[src/rtl/bank_read_sequencer.sv]
// Bank read sequencer: turns the AGU (bank, address) index stream into one-hot
// bank reads with a broadcast word address. It realigns the returned bank data
// with its tags after the fixed bank latency. Once every issued read has drained,
// it emits a single end-of-pass pulse.
module bank_read_sequencer #(
  parameter int MA_W     = 5,
  parameter int BANK_W   = 4,
  parameter int NUM_BANK = 16,
  parameter int DATA_W   = 64,
  parameter int RD_LAT   = 1
) (
  input  logic                       clk,
  input  logic                       rst,
  input  logic                       in_valid,
  input  logic [MA_W-1:0]            in_ma,
  input  logic [BANK_W-1:0]          in_bn,
  input  logic                       in_done,
  output logic [NUM_BANK-1:0]        bank_rd_en,
  output logic [MA_W-1:0]            bank_rd_addr,
  input  logic [NUM_BANK*DATA_W-1:0] bank_rd_data,
  output logic                       out_valid,
  output logic [DATA_W-1:0]          out_data,
  output logic [BANK_W-1:0]          out_bn,
  output logic [MA_W-1:0]            out_ma,
  output logic                       out_done,
  output logic [MA_W+BANK_W:0]       rd_count,
  output logic                       busy,
  output logic                       err
);

  localparam int CNT_W = MA_W + BANK_W + 1;
  // At most RD_LAT+2 reads can be outstanding between acceptance and delivery.
  localparam int INF_W = $clog2(RD_LAT + 3);

  typedef enum logic [1:0] {
    S_IDLE,
    S_ACTIVE,
    S_DRAIN,
    S_DONE
  } state_t;

  state_t              state_q, state_d;
  logic [NUM_BANK-1:0] rd_en_q, rd_en_d;
  logic [MA_W-1:0]     rd_addr_q, rd_addr_d;
  logic [BANK_W-1:0]   iss_bn_q, iss_bn_d;
  logic [RD_LAT-1:0]   tag_vld_q, tag_vld_d;
  logic [BANK_W-1:0]   tag_bn_q [RD_LAT];
  logic [BANK_W-1:0]   tag_bn_d [RD_LAT];
  logic [MA_W-1:0]     tag_ma_q [RD_LAT];
  logic [MA_W-1:0]     tag_ma_d [RD_LAT];
  logic                out_valid_q, out_valid_d;
  logic [DATA_W-1:0]   out_data_q, out_data_d;
  logic [BANK_W-1:0]   out_bn_q, out_bn_d;
  logic [MA_W-1:0]     out_ma_q, out_ma_d;
  logic                out_done_q, out_done_d;
  logic [CNT_W-1:0]    rd_count_q, rd_count_d;
  logic [INF_W-1:0]    inflight_q, inflight_d;
  logic                busy_q, busy_d;
  logic                err_q, err_d;

  logic                bn_ok;
  logic                can_accept;
  logic                accept;
  logic [DATA_W-1:0]   sel_data;

  // Next-state logic: accept/reject decision, issue, tag delay, data capture, pass FSM.
  always_comb begin
    bn_ok      = (32'(in_bn) < NUM_BANK);
    can_accept = (state_q == S_IDLE) || (state_q == S_ACTIVE);
    accept     = in_valid && can_accept && bn_ok;

    err_d = err_q | (in_valid && (!can_accept || !bn_ok)) | (in_done && !can_accept);

    rd_en_d   = accept ? (NUM_BANK'(1) << in_bn) : '0;
    rd_addr_d = accept ? in_ma : rd_addr_q;
    iss_bn_d  = accept ? in_bn : iss_bn_q;

    // The delay line starts at the issue register, so its tail lines up with the bank data.
    tag_vld_d    = tag_vld_q;
    tag_vld_d[0] = |rd_en_q;
    tag_bn_d[0]  = iss_bn_q;
    tag_ma_d[0]  = rd_addr_q;
    for (int i = 1; i < RD_LAT; i++) begin
      tag_vld_d[i] = tag_vld_q[i-1];
      tag_bn_d[i]  = tag_bn_q[i-1];
      tag_ma_d[i]  = tag_ma_q[i-1];
    end

    sel_data = '0;
    for (int k = 0; k < NUM_BANK; k++) begin
      if (32'(tag_bn_q[RD_LAT-1]) == k) sel_data = bank_rd_data[k*DATA_W +: DATA_W];
    end

    out_valid_d = tag_vld_q[RD_LAT-1];
    out_data_d  = out_valid_d ? sel_data : out_data_q;
    out_bn_d    = out_valid_d ? tag_bn_q[RD_LAT-1] : out_bn_q;
    out_ma_d    = out_valid_d ? tag_ma_q[RD_LAT-1] : out_ma_q;

    inflight_d = inflight_q + INF_W'(accept) - INF_W'(out_valid_q);

    state_d = state_q;
    case (state_q)
      S_IDLE: begin
        if (in_done)       state_d = S_DRAIN;
        else if (in_valid) state_d = S_ACTIVE;
      end
      S_ACTIVE: begin
        if (in_done) state_d = S_DRAIN;
      end
      S_DRAIN: begin
        if ((inflight_d == '0) && !out_valid_d) state_d = S_DONE;
      end
      S_DONE: begin
        state_d = S_IDLE;
      end
      default: state_d = S_IDLE;
    endcase

    // Leaving IDLE starts a new pass, so the delivered-word count restarts there.
    rd_count_d = rd_count_q;
    if ((state_q == S_IDLE) && (state_d != S_IDLE)) rd_count_d = '0;
    else if (out_valid_d && (rd_count_q != '1))     rd_count_d = rd_count_q + CNT_W'(1);

    out_done_d = (state_d == S_DONE);
    busy_d     = (state_d == S_ACTIVE) || (state_d == S_DRAIN);
  end

  // State and registered outputs; reset abandons every in-flight read.
  always_ff @(posedge clk or posedge rst) begin
    if (rst) begin
      state_q     <= S_IDLE;
      rd_en_q     <= '0;
      rd_addr_q   <= '0;
      iss_bn_q    <= '0;
      tag_vld_q   <= '0;
      for (int i = 0; i < RD_LAT; i++) begin
        tag_bn_q[i] <= '0;
        tag_ma_q[i] <= '0;
      end
      out_valid_q <= 1'b0;
      out_data_q  <= '0;
      out_bn_q    <= '0;
      out_ma_q    <= '0;
      out_done_q  <= 1'b0;
      rd_count_q  <= '0;
      inflight_q  <= '0;
      busy_q      <= 1'b0;
      err_q       <= 1'b0;
    end else begin
      state_q     <= state_d;
      rd_en_q     <= rd_en_d;
      rd_addr_q   <= rd_addr_d;
      iss_bn_q    <= iss_bn_d;
      tag_vld_q   <= tag_vld_d;
      for (int i = 0; i < RD_LAT; i++) begin
        tag_bn_q[i] <= tag_bn_d[i];
        tag_ma_q[i] <= tag_ma_d[i];
      end
      out_valid_q <= out_valid_d;
      out_data_q  <= out_data_d;
      out_bn_q    <= out_bn_d;
      out_ma_q    <= out_ma_d;
      out_done_q  <= out_done_d;
      rd_count_q  <= rd_count_d;
      inflight_q  <= inflight_d;
      busy_q      <= busy_d;
      err_q       <= err_d;
    end
  end

  assign bank_rd_en   = rd_en_q;
  assign bank_rd_addr = rd_addr_q;
  assign out_valid    = out_valid_q;
  assign out_data     = out_data_q;
  assign out_bn       = out_bn_q;
  assign out_ma       = out_ma_q;
  assign out_done     = out_done_q;
  assign rd_count     = rd_count_q;
  assign busy         = busy_q;
  assign err          = err_q;

endmodule
[config.mk]
export PLATFORM = sky130hd
export DESIGN_NAME = bank_read_sequencer
export DESIGN_NICKNAME = d
export VERILOG_FILES = /design/src/rtl/bank_read_sequencer.sv
export SDC_FILE = /design/constraint.sdc
export NUM_CORES = 1
export LEC_CHECK = 0
export ABC_CLOCK_PERIOD_IN_PS = 12000
export CORE_AREA = 2 2 440 442
export CTS_BUF_LIST = sky130_fd_sc_hd__clkbuf_8
export CTS_CLUSTER_DIAMETER = 60
export DETAILED_ROUTE_END_ITERATION = 6
export DIE_AREA = 0 0 442 444
export GPL_ROUTABILITY_DRIVEN = 0
export SYNTH_ARGS = -nofsm -noshare
export SYNTH_HDL_FRONTEND = slang
export SYNTH_SLANG_ARGS = --single-unit
[constraint.sdc]
create_clock -name clk -period 12 [get_ports clk]
set_input_delay 2.4 -clock clk [delete_from_list [all_inputs] [get_ports clk]]
set_output_delay 2.4 -clock clk [all_outputs]
set_load 0.01 [all_outputs]
==> flow_metrics.env <==
export IMPL_grt_pass1_vias=21213
export IMPL_via_per_inst=4.06
export IMPL_ys_ff_latch=126
export IMPL_r2r_cells=8
export IMPL_syn_cell_area_mm2=0.0146
export IMPL_wl_per_cell_um=36.0
export IMPL_hold_slack_ps=391
export IMPL_finalSetupTns_ps=0
export IMPL_fmax_ghz=0.178
export IMPL_syn_to_final_growth_pct=101
export IMPL_crit_family="simple AND/OR/NAND/NOR gates"
export IMPL_antenna_found_initial=180
export IMPL_dp_hpwl_mm=168
export IMPL_hp_class="reg -> reg"
export IMPL_relSlewSlack_pct=4.38
export IMPL_slowest_stage="or4b_2"
export IMPL_clkTransAtPathRegs_ps=110
export IMPL_cap_violations=0
export IMPL_ant_nets=0
export IMPL_critPathKind="in -> reg"
export IMPL_yosysWarningCount=0
export IMPL_drive_above_1_share_pct=10.9
export IMPL_rsz0062_at_grt="no"
export IMPL_vdd_drop_max_uv=151
export IMPL_cts_setup_buffers=0
export IMPL_async_reset_ff_share_pct=100
export IMPL_status="complete, no violations"
export IMPL_core_area_mm2=0.192
export IMPL_drt_initial_drc_count=2593
export IMPL_dr_pass1_iters=6
export IMPL_fin_skew_ps=39.7
export IMPL_grt_ovfl_total=0
export IMPL_clock_sinks=126
export IMPL_hold_end="tag_bn_q[2]"
export IMPL_synth_edf_count=0
export IMPL_rows=161
export IMPL_finalSetupViolations=0
export IMPL_synth_ff_type="dfrtp_1"
export IMPL_die_h_um=444
export IMPL_wl_mm=195
export IMPL_cts_hold_buf=0
export IMPL_fp_dieW_um=442
export IMPL_worstPathArrival_ps=6140
export IMPL_critical_path_peak_fanout=11
export IMPL_p_leak_uw=0.00994
export IMPL_grt_total_usage_pct=19.0
export IMPL_io_pins=1145
export IMPL_crit_chain="clkdlybuf4s50_1, nor2b_1, inv_1, ha_1, inv_1, ha_1, or4b_2, o32a_1, ha_1, nor3_2, buf_4, nor2_1"
export IMPL_critPathLaunchType="primary input"
export IMPL_hold_viol=0
export IMPL_cts_root_buffer="clkbuf_8"
export IMPL_clk_path_buf_depth=2
export IMPL_start_util_pct=7.64
export IMPL_powerDensity_mw_per_mm2=201
export IMPL_post_synth_num_cell_types=94
export IMPL_final_cell_mix="clkdlybuf4s50_1 (1144), o21ai_0 (154), nor2_1 (146), a21oi_1 (131), mux2i_1 (130)"
export IMPL_grt_first_pass_wirelength_mm=240
export IMPL_worst_pin_slew_ps=1420
export IMPL_avgSynthCellArea_um2=8.26
export IMPL_rrSetupSlack_ps=7580
export IMPL_r2r_end="out_data[26]"
export IMPL_cts_resized=0
export IMPL_synth_nets=2815
export IMPL_required_ps=12530
export IMPL_min_period_over_period_pct=46.8
export IMPL_end_kind="flop"
export IMPL_syn_inst=1773
export IMPL_r2r_start="tag_bn_q[2]"
export IMPL_min_from="iss_bn_q[2]"
export IMPL_final_nets=3870
export IMPL_io_buffers=1144
export IMPL_clk_latency_ps=650
export IMPL_ys_seq_area_share_pct=21.5
export IMPL_final_max_slew_viol_count=0
export IMPL_max_stage_delay_ps=600
export IMPL_die_area_mm2=0.196
export IMPL_tritoncts="built"
export IMPL_final_common_cell="clkdlybuf4s50_1"
export IMPL_drcViolationCount=0
export IMPL_via_count=22027
export IMPL_hold_path_depth=0
export IMPL_cts_buffers=17
export IMPL_cp_buffers_inverters=4
export IMPL_grt_max_degree=153
export IMPL_cp_common_cell="ha_1"
export IMPL_cts_max_level=4
export IMPL_period_minus_slack_ps=5620
[synth_stat cells (all sizes together) (27+ instances only)]
cell	n	area, um^2
o21ai	159	796
nor2	148	558
buf	137	920
a21oi	131	656
mux2i	130	1300
dfrtp	126	3150
nand2	124	473
o221ai	77	674
mux2	72	811
a22oi	71	533
clkbuf	60	226
o22ai	58	363
a211oi	35	263
or2	33	206
a221oi	27	236
[routing by layer]
metal	share of wire [%]	track usage, %	routed length (um)
met5	0.51	0	992
met4	3.8	6.55	7470
met3	12	9.33	23100
met2	50	33.4	96800
met1	34	19.6	66800
[worst max path at each step]
| stage | start | to | slack [ps] | depth (start not counted) |
|---|---|---|---|---|
| finish | in_valid | rd_count[4] | 6380 | 12 |
| detailed placement | in_valid | rd_count[4] | 5660 | 12 |
| CTS | in_valid | rd_count[4] | 6430 | 12 |
| floorplan | rst | bank_rd_addr[0] | 6240 | 1 |
| global route | in_valid | rd_count[2] | 6170 | 12 |
| global placement | in_valid | rd_count[5] | 5650 | 12 |
[stage by stage]
step | std cells | util [%] | setup slack, ps | instance area [um^2] | total power (uW)
after detailed placement | 5335 | 15.1 | 5660 | 28900 | 5590
after global routing | 5386 | 15.3 | 6170 | 29400 | 6220
after CTS | 5367 | 15.3 | 6430 | 29300 | 6090
after floorplan | 1773 | - | 6240 | 14600 | 2900
final | 5419 | 15.4 | 6380 | 29400 | 5910
after global placement | 5335 | 15.1 | 5650 | 28900 | 5570
[cell families (layout without fill, tap and decap cells)]
group                    count (synthesis)  in the layout  synth area share (%)
AO/OA/AOI/OAI                          749            749                  35.4
XOR/XNOR                                 9              9                 0.538
adder cells (fa/ha/maj)                  5              5                 0.427
buffers and inverters                  212           1280                  8.21
flip-flops                             126            126                  21.5
multiplexers                           228            228                  18.4
other                                    0             52                     0
AND/OR/NAND/NOR                        444            444                  15.4
[where the power goes]
part / internal, uW / total (uW) / switching, uW
Combinational: 1660 / 4660 / 3000
Sequential: 585 / 794 / 209
Clock: 161 / 456 / 295
Total: 2410 / 5910 / 3500
[area by class of cell]
cell class,instances,area (um^2)
flip-flops and latches,126,3170
multi-input cells,1435,10400
fillers,21728,162000
inverters,15,61.3
repair buffers,1233,12100
clock inverters,15,188
well taps,2526,3160
clock buffers,17,234
diodes,52,130
[sequential cells by signal (all words and copies together) (netlist names)]
signal / count
out_done: 1
inflight_q: 2
busy: 1
err: 1
state_q: 2
out_bn: 4
tag_ma_q: 5
tag_bn_q: 4
rd_count: 10
bank_rd_en: 16
out_valid: 1
out_data: 64
out_valid_d: 1
out_ma: 5
iss_bn_q: 4
bank_rd_addr: 5
No activity file was read; power rests on OpenSTA's default activity.
